File: config.mk
export PLATFORM = sky130hd
export DESIGN_NAME = dmem_ctrl_flat
export DESIGN_NICKNAME = d
export VERILOG_FILES = /design/src/rtl/dmem_ctrl_if.sv /design/src/rtl/dmem_ctrl.sv /design/src/flat_wrapper.sv
export SDC_FILE = /design/constraint.sdc
export NUM_CORES = 1
export LEC_CHECK = 0
export ABC_CLOCK_PERIOD_IN_PS = 1750
export BUFFER_PORTS_ARGS = -buffer_cell sky130_fd_sc_hd__buf_2
export CAP_MARGIN = 20
export CORE_MARGIN = 1
export CORE_UTILIZATION = 25
export CTS_CLUSTER_SIZE = 12
export DETAILED_ROUTE_END_ITERATION = 12
export GPL_TIMING_DRIVEN = 0
export PLACE_DENSITY_LB_ADDON = 0.25
export SYNTH_ARGS = -nofsm -noshare
export SYNTH_HDL_FRONTEND = slang
export SYNTH_SLANG_ARGS = --single-unit
File: constraint.sdc
create_clock -name clk_i -period 1.75 [get_ports clk_i]
set_input_delay 0.2625 -clock clk_i [delete_from_list [all_inputs] [get_ports clk_i]]
set_output_delay 0.2625 -clock clk_i [all_outputs]
set_load 0.03 [all_outputs]
File: src/rtl/dmem_ctrl_if.sv
// Bundle of pipeline-side and memory-side signals for dmem_ctrl.
// The slave modport is the controller's view; master is the pipeline plus memory view.
interface dmem_ctrl_if;
   logic        memread_i;
   logic        memwrite_i;
   logic [31:0] memaddr_i;
   logic [31:0] writedata_i;
   logic [31:0] memdata_o;
   logic        stall_o;
   logic        mem_req_o;
   logic        mem_we_o;
   logic [31:0] mem_addr_o;
   logic [31:0] mem_wdata_o;
   logic        mem_ack_i;
   logic [31:0] mem_rdata_i;
   logic        err_o;

   modport slave (
      input  memread_i, memwrite_i, memaddr_i, writedata_i, mem_ack_i, mem_rdata_i,
      output memdata_o, stall_o, mem_req_o, mem_we_o, mem_addr_o, mem_wdata_o, err_o
   );

   modport master (
      output memread_i, memwrite_i, memaddr_i, writedata_i, mem_ack_i, mem_rdata_i,
      input  memdata_o, stall_o, mem_req_o, mem_we_o, mem_addr_o, mem_wdata_o, err_o
   );
endinterface

File: src/rtl/dmem_ctrl.sv
// Data-memory controller: stalls the pipeline around one external access, with timeout.
// Define DMEM_CTRL_WBUF_EN to compile in a one-entry posted write buffer.
module dmem_ctrl #(
   parameter int unsigned TIMEOUT_CYC = 255
) (
   input  logic        clk_i,
   input  logic        rst_i,
   dmem_ctrl_if.slave  bus
);

   localparam int CW = $clog2(TIMEOUT_CYC + 1);

   typedef enum logic [1:0] {IDLE, RD, WR, DONE} state_e;

   state_e        state_q, state_d;
   logic [CW-1:0] wait_q, wait_d;
   logic [31:0]   addr_q, addr_d;
   logic [31:0]   wdata_q, wdata_d;
   logic [31:0]   rdata_q, rdata_d;
   logic          err_q, err_d;
   logic          posted_q, posted_d;   // WR is draining a posted write; doubles as buffer-full flag
   logic          timeout;

   assign timeout = (wait_q == CW'(TIMEOUT_CYC - 1));

   // NOTE: sequential state uses non-blocking assignments so every register samples pre-edge values.
   always_ff @(posedge clk_i) begin
      if (rst_i) begin
         state_q  <= IDLE;
         wait_q   <= '0;
         addr_q   <= '0;
         wdata_q  <= '0;
         rdata_q  <= '0;
         err_q    <= 1'b0;
         posted_q <= 1'b0;
      end else begin
         state_q  <= state_d;
         wait_q   <= wait_d;
         addr_q   <= addr_d;
         wdata_q  <= wdata_d;
         rdata_q  <= rdata_d;
         err_q    <= err_d;
         posted_q <= posted_d;
      end
   end

   // NOTE: every output of this block is given a default first so no path can infer a latch.
   always_comb begin
      state_d       = state_q;
      wait_d        = wait_q;
      addr_d        = addr_q;
      wdata_d       = wdata_q;
      rdata_d       = rdata_q;
      err_d         = err_q;
      posted_d      = posted_q;
      bus.stall_o   = 1'b0;
      bus.mem_req_o = 1'b0;
      bus.mem_we_o  = 1'b0;

      unique case (state_q)
         IDLE: begin
            wait_d   = '0;
            posted_d = 1'b0;
            if (bus.memwrite_i) begin
               addr_d  = bus.memaddr_i;
               wdata_d = bus.writedata_i;
               state_d = WR;
`ifdef DMEM_CTRL_WBUF_EN
               posted_d = 1'b1;
`else
               bus.stall_o = 1'b1;
`endif
            end else if (bus.memread_i) begin
               addr_d      = bus.memaddr_i;
               state_d     = RD;
               bus.stall_o = 1'b1;
            end
         end

         RD: begin
            bus.mem_req_o = 1'b1;
            bus.stall_o   = 1'b1;
            if (bus.mem_ack_i) begin
               rdata_d = bus.mem_rdata_i;
               state_d = DONE;
            end else if (timeout) begin
               rdata_d = '0;
               err_d   = 1'b1;
               state_d = DONE;
            end else begin
               wait_d = wait_q + CW'(1);
            end
         end

         WR: begin
            bus.mem_req_o = 1'b1;
            bus.mem_we_o  = 1'b1;
            // A posted drain only holds back a new access; it returns straight to IDLE
            // so that held access is then serviced in order.
            bus.stall_o   = posted_q ? (bus.memread_i | bus.memwrite_i) : 1'b1;
            if (bus.mem_ack_i || timeout) begin
               if (!bus.mem_ack_i) err_d = 1'b1;
               state_d  = posted_q ? IDLE : DONE;
               posted_d = 1'b0;
            end else begin
               wait_d = wait_q + CW'(1);
            end
         end

         DONE: begin
            state_d = IDLE;
         end

         default: state_d = IDLE;
      endcase
   end

   assign bus.memdata_o   = rdata_q;
   assign bus.mem_addr_o  = addr_q;
   assign bus.mem_wdata_o = wdata_q;
   assign bus.err_o       = err_q;

endmodule

File: src/flat_wrapper.sv
// flat-port wrapper written by rule: the top's interface ports become plain ports
module dmem_ctrl_flat 
#(
   parameter int unsigned TIMEOUT_CYC = 255
)
  (clk_i, rst_i, bus_memread_i, bus_memwrite_i, bus_memaddr_i, bus_writedata_i, bus_mem_ack_i, bus_mem_rdata_i, bus_memdata_o, bus_stall_o, bus_mem_req_o, bus_mem_we_o, bus_mem_addr_o, bus_mem_wdata_o, bus_err_o);
  dmem_ctrl_if bus_i ();
  input  logic clk_i;
  input  logic rst_i;
  input wire logic [$bits(bus_i.memread_i)-1:0] bus_memread_i;
  input wire logic [$bits(bus_i.memwrite_i)-1:0] bus_memwrite_i;
  input wire logic [$bits(bus_i.memaddr_i)-1:0] bus_memaddr_i;
  input wire logic [$bits(bus_i.writedata_i)-1:0] bus_writedata_i;
  input wire logic [$bits(bus_i.mem_ack_i)-1:0] bus_mem_ack_i;
  input wire logic [$bits(bus_i.mem_rdata_i)-1:0] bus_mem_rdata_i;
  output wire logic [$bits(bus_i.memdata_o)-1:0] bus_memdata_o;
  output wire logic [$bits(bus_i.stall_o)-1:0] bus_stall_o;
  output wire logic [$bits(bus_i.mem_req_o)-1:0] bus_mem_req_o;
  output wire logic [$bits(bus_i.mem_we_o)-1:0] bus_mem_we_o;
  output wire logic [$bits(bus_i.mem_addr_o)-1:0] bus_mem_addr_o;
  output wire logic [$bits(bus_i.mem_wdata_o)-1:0] bus_mem_wdata_o;
  output wire logic [$bits(bus_i.err_o)-1:0] bus_err_o;
  assign bus_i.memread_i = bus_memread_i;
  assign bus_i.memwrite_i = bus_memwrite_i;
  assign bus_i.memaddr_i = bus_memaddr_i;
  assign bus_i.writedata_i = bus_writedata_i;
  assign bus_i.mem_ack_i = bus_mem_ack_i;
  assign bus_i.mem_rdata_i = bus_mem_rdata_i;
  assign bus_memdata_o = bus_i.memdata_o;
  assign bus_stall_o = bus_i.stall_o;
  assign bus_mem_req_o = bus_i.mem_req_o;
  assign bus_mem_we_o = bus_i.mem_we_o;
  assign bus_mem_addr_o = bus_i.mem_addr_o;
  assign bus_mem_wdata_o = bus_i.mem_wdata_o;
  assign bus_err_o = bus_i.err_o;
  dmem_ctrl #(.TIMEOUT_CYC(TIMEOUT_CYC)) u_core (.clk_i(clk_i), .rst_i(rst_i), .bus(bus_i));
endmodule
# ---- Word-level counts from Yosys, hierarchy flattened
# Index checks and enable logic that the tools add are counted.
dict set report word_totals {
  elab_cells 64
  out_inout_bits 100
  ff_bits 108
  in_bits 101
}
dict set report op_classes {
  mux 28
  n_addsub 1
  n_eq_ne 12
  reduce_logical 15
  n_bitwise 1
}
# op count
set op_table {}
lappend op_table {{$mux W32} 4}
lappend op_table {{$mux W8} 3}
lappend op_table {{$pmux W8 S3} 1}
lappend op_table {{$mux W2} 6}
lappend op_table {{$mux W1} 10}
lappend op_table {{$add A8 B1 Y8 const B} 1}
lappend op_table {{$eq A8 B8 Y1 const B} 1}
lappend op_table {{$ne A2 B2 Y1 const B} 4}
lappend op_table {{$pmux W2 S4} 1}
lappend op_table {{$reduce_and A2 Y1} 4}
lappend op_table {{$reduce_bool A2 Y1} 4}
lappend op_table {{$reduce_and A5 Y1} 1}
lappend op_table {{$eq A2 B2 Y1 const B} 2}
lappend op_table {{$ne A2 B1 Y1 const B} 2}
lappend op_table {{$pmux W1 S2} 2}
lappend op_table {{$reduce_and A4 Y1} 1}
lappend op_table {{$ne A3 B2 Y1 const B} 1}
lappend op_table {{$ne A3 B3 Y1 const B} 1}
lappend op_table {{$pmux W1 S3} 1}
lappend op_table {{$reduce_and A3 Y1} 1}
lappend op_table {{$reduce_bool A3 Y1} 1}
lappend op_table {{$eq A2 B1 Y1 const B} 1}
lappend op_table {{$logic_not A2 Y1} 1}
lappend op_table {{$reduce_or A2 Y1} 1}
lappend op_table {{2 further kinds} 2}

# ---- Logic depth before layout (Yosys ltp)
dict set report depth {
  ltp_word 4
  depth_mapped 7
  depth_no_buf 6
}

# ---- Worst setup path after synthesis
# Ideal clock, no wire load.
dict set report synth_timing {
  kind {reg2out}
  start {register u_core.state_q[1]}
  end {output bus_stall_o}
  stages_incl_launch_ff 6
  required_ps 1487
  setup_slack_ps -189
  arrival_time_ps 1677
  n_path_buf 1
  cell_sequence {dfxtp_1 -> inv_1 -> ha_1 -> clkbuf_1 -> nor2_1 -> nor2_1}
}
dict set report synth_via {
  elab_chain_cells 2
  elab_cells_between_ends 4
  classes_between {2 x eq/ne; 1 x mux; 1 x reduce/logical}
}
# element line
set synth_rtl {}
lappend synth_rtl {{start, declared} dmem_ctrl.sv:15} ;# state_e state_q, state_d;
lappend synth_rtl {{start signal, assigned} dmem_ctrl.sv:37} ;# state_q <= state_d;
lappend synth_rtl {{$eq A2 B2 Y1 (tied with other cells)} dmem_ctrl.sv:60} ;# unique case (state_q)
lappend synth_rtl {{$pmux W1 S3 *} dmem_ctrl.sv:60}
lappend synth_rtl {{end, declared} flat_wrapper.sv:17} ;# output wire logic [$bits(bus_i.stall_o)-1:0] bus_stall_o;
# Mark *: on every way between the ends. The rest lies on a longest branch, timed or not.

# ---- Final worst setup path
dict set report layout_timing {
  start {register u_core.state_q[0]}
  end {output bus_stall_o}
}
# The elaborated chain is that of the path after synthesis.

==> impl_metrics.env <==
export IMPL_cts_tree="done"
export IMPL_diodes=0
export IMPL_synthCells=441
export IMPL_arrival_ps=1480
export IMPL_die_x_um=127
export IMPL_track_usage_pct=14.6
export IMPL_fin_nets=768
export IMPL_crit_path_max_fanout=10
export IMPL_dr_pass1_iters=4
export IMPL_critPathSlowestCell="dfxtp_4"
export IMPL_ys_seq_area_share_pct=55.1
export IMPL_grt_pass1_vias=3726
export IMPL_fin_tns_setup_ps=0
export IMPL_synth_edff_count=0
export IMPL_synth_top_area_share_pct=55.1
export IMPL_leakagePower_nw=2.65
export IMPL_initial_core_util_pct=25.6
export IMPL_crit_path_start_kind="flop"
export IMPL_synthArstFlopShare_pct=0
export IMPL_wl_per_cell_um=14.1
export IMPL_max_cap_violations=0
export IMPL_fin_skew_ps=5.56
export IMPL_cts_clk_slew_worst_paths_ps=70
export IMPL_hpwl_um=8850
export IMPL_cp_top_family="flip-flops"
export IMPL_hold_class="primary input to flop"
export IMPL_hold_ws_ps=122
export IMPL_postLayoutCoreUtil_pct=37.5
export IMPL_synth_common_cells="nand2_1, dfxtp_1, a21oi_1"
export IMPL_ant_nets=0
export IMPL_drt_iter0_drc=177
export IMPL_status="finished clean"
export IMPL_cts_buffers=9
export IMPL_grt_max_degree=20
export IMPL_routed_via_density=4.52
export IMPL_yosysMostFrequentCell="nand2_1"
export IMPL_die_area_mm2=0.0160
export IMPL_critical_path_buf_inv_count=3
export IMPL_setup_violations=0
export IMPL_critPathKind="flop to primary output"
export IMPL_fillers=1563
export IMPL_fin_crit_ps=1750
export IMPL_cpPeakStageDelay_ps=370
export IMPL_grt_pass1_wl_um=18300
export IMPL_clock_sinks=107
export IMPL_powerDensity_mw_per_mm2=1530
export IMPL_dpl_instance_area_mm2=0.00513
export IMPL_design_area_mm2=0.00571
export IMPL_portBuffers=200
export IMPL_grt_overflow_total=0
export IMPL_fin_cells=853
export IMPL_num_io_pins=201
export IMPL_path_cells="inv_4, ha_4, buf_8, nor2_4, nor2_4, buf_6"
export IMPL_antenna_found_initial=0
export IMPL_htreeDepth=3
export IMPL_yosysTopAreaCell="dfxtp_1"
export IMPL_rsz0062_at_grt="true"
export IMPL_drc=0
export IMPL_core_mm2=0.0152
export IMPL_avgSynthCellArea_um2=8.81
export IMPL_clk_latency_ps=350
export IMPL_area_growth_synth_to_final_pct=46.9
export IMPL_crit_top_cell="nor2_4"
export IMPL_final_max_slew_viol_count=0
export IMPL_timing_fmax_mhz=573
export IMPL_crit_path_end_kind="primary output"
export IMPL_clk_path_buf_depth=2
export IMPL_post_route_period_util_pct=99.7
export IMPL_placedCellCount=829
export IMPL_peakVddDrop_uv=738
export IMPL_drive_gt1_share_pct=41.1
export IMPL_synth_cell_type_count=38
export IMPL_clockRootBuffer="clkbuf_16"
export IMPL_core_rowCount=45
export IMPL_crit_required_ps=1490
export IMPL_synth_main_ff_cell="dfxtp_1"
export IMPL_relSlewSlack_pct=59.3
export IMPL_worst_pin_slew_ps=610
export IMPL_syn_nets=549
export IMPL_globalplace_congestion=0.773
export IMPL_final_setup_worst_slack_ps=4.71
export IMPL_syn_area_mm2=0.00389
export IMPL_hold_viol_final=0
export IMPL_synthTopCellsByArea="dfxtp_1, nand2_1, a21oi_1"
export IMPL_p_total_mw=8.74
export IMPL_yosysWarnings=0
export IMPL_dp_slack_ps=-625
export IMPL_dr_total_vias=3859
export IMPL_die_h_um=127
export IMPL_ys_seq_elements=107
export IMPL_postRouteWirelength_um=12100
-- area by class of cell --
| cell class | instances | area [um2] | area share, % |
|---|---|---|---|
| inverter | 8 | 37.5 | 0.658 |
| sequential | 107 | 2150 | 37.7 |
| tap | 188 | 235 | 4.12 |
| multi-input combinational | 296 | 1740 | 30.4 |
| timing repair buffer | 211 | 1090 | 19.2 |
| buffer | 27 | 154 | 2.70 |
| clock buffer | 10 | 239 | 4.19 |
| clock inverter | 6 | 61.3 | 1.07 |
-- layer usage --
| metal | up-vias | share of wire (%) | track usage, % |
|---|---|---|---|
| li1 | 1939 | - | - |
| met1 | 1782 | 43 | 16.7 |
| met2 | 124 | 49 | 25.7 |
| met3 | 14 | 5.9 | 4.43 |
| met4 | 0 | 1.3 | 4.90 |
| met5 | - | 0 | 0 |
-- power breakdown --
part | switching [mW] | total (mW) | internal (mW)
Combinational | 2.33 | 3.67 | 1.34
Sequential | 0.223 | 3.07 | 2.85
Clock | 0.964 | 2.00 | 1.03
-- state kept, by name, indices dropped and copies added (netlist names) --
register	flops
u_core.state_q	2
u_core.bus.mem_addr_o	32
u_core.bus.memdata_o	32
u_core.wait_q	8
u_core.bus.err_o	1
u_core.bus.mem_wdata_o	32
-- cells by family after synthesis --
| kind of cell | synth area share (%) |
|---|---|
| buffers and inverters | 3.77 |
| AO/OA/AOI/OAI | 21.4 |
| flip-flops | 55.1 |
| AND/OR/NAND/NOR | 17.2 |
| adder cells (fa/ha/maj) | 2.25 |
| multiplexers | 0.258 |
-- worst register-to-register path: cells and delay by family, from the launching register on --
family | cells | cell delay (ps)
and+or+nand+nor | 1 | 500
DFF | 1 | 340
buffers and inverters | 2 | 310
adders and majority gates | 1 | 260
AOI/OAI and AO/OA | 2 | 250
-- path summary, 6_finish.rpt --
path                                   from                   endpoint  slack [ps]  cells past startpoint
setup / recovery          u_core.state_q[0]                bus_stall_o           5                      6
hold reg to reg   u_core.bus.mem_wdata_o[9]  u_core.bus.mem_wdata_o[9]         450                      2
setup reg to reg          u_core.state_q[1]           u_core.wait_q[6]          30                      6
hold / removal          bus_mem_rdata_i[29]   u_core.bus.memdata_o[29]         120                      2
-- what timing repair did --
action | in CTS | in global routing
setup buffers | 6 | 5
gates cloned | 0 | 0
pin swaps | 4 | 8
setup endpoints to repair | 101 | 81
hold buffers | 0 | 0
gates resized for setup | 36 | 32
-- placed cells by master (no fill, tap or decap), types with 3 or more instances in the layout --
cell,instances
clkbuf_16,10
buf_4,10
nor2_4,3
nand2_1,134
a21oi_1,72
ha_1,4
dfxtp_1,103
clkbuf_2,10
inv_4,3
inv_1,3
clkinv_4,3
a22o_1,32
nor2_1,4
nand3_1,5
ha_4,3
buf_1,5
nand4_1,3
buf_2,202
clkbuf_1,6
Note: power is estimated with default switching activity, not from simulation.
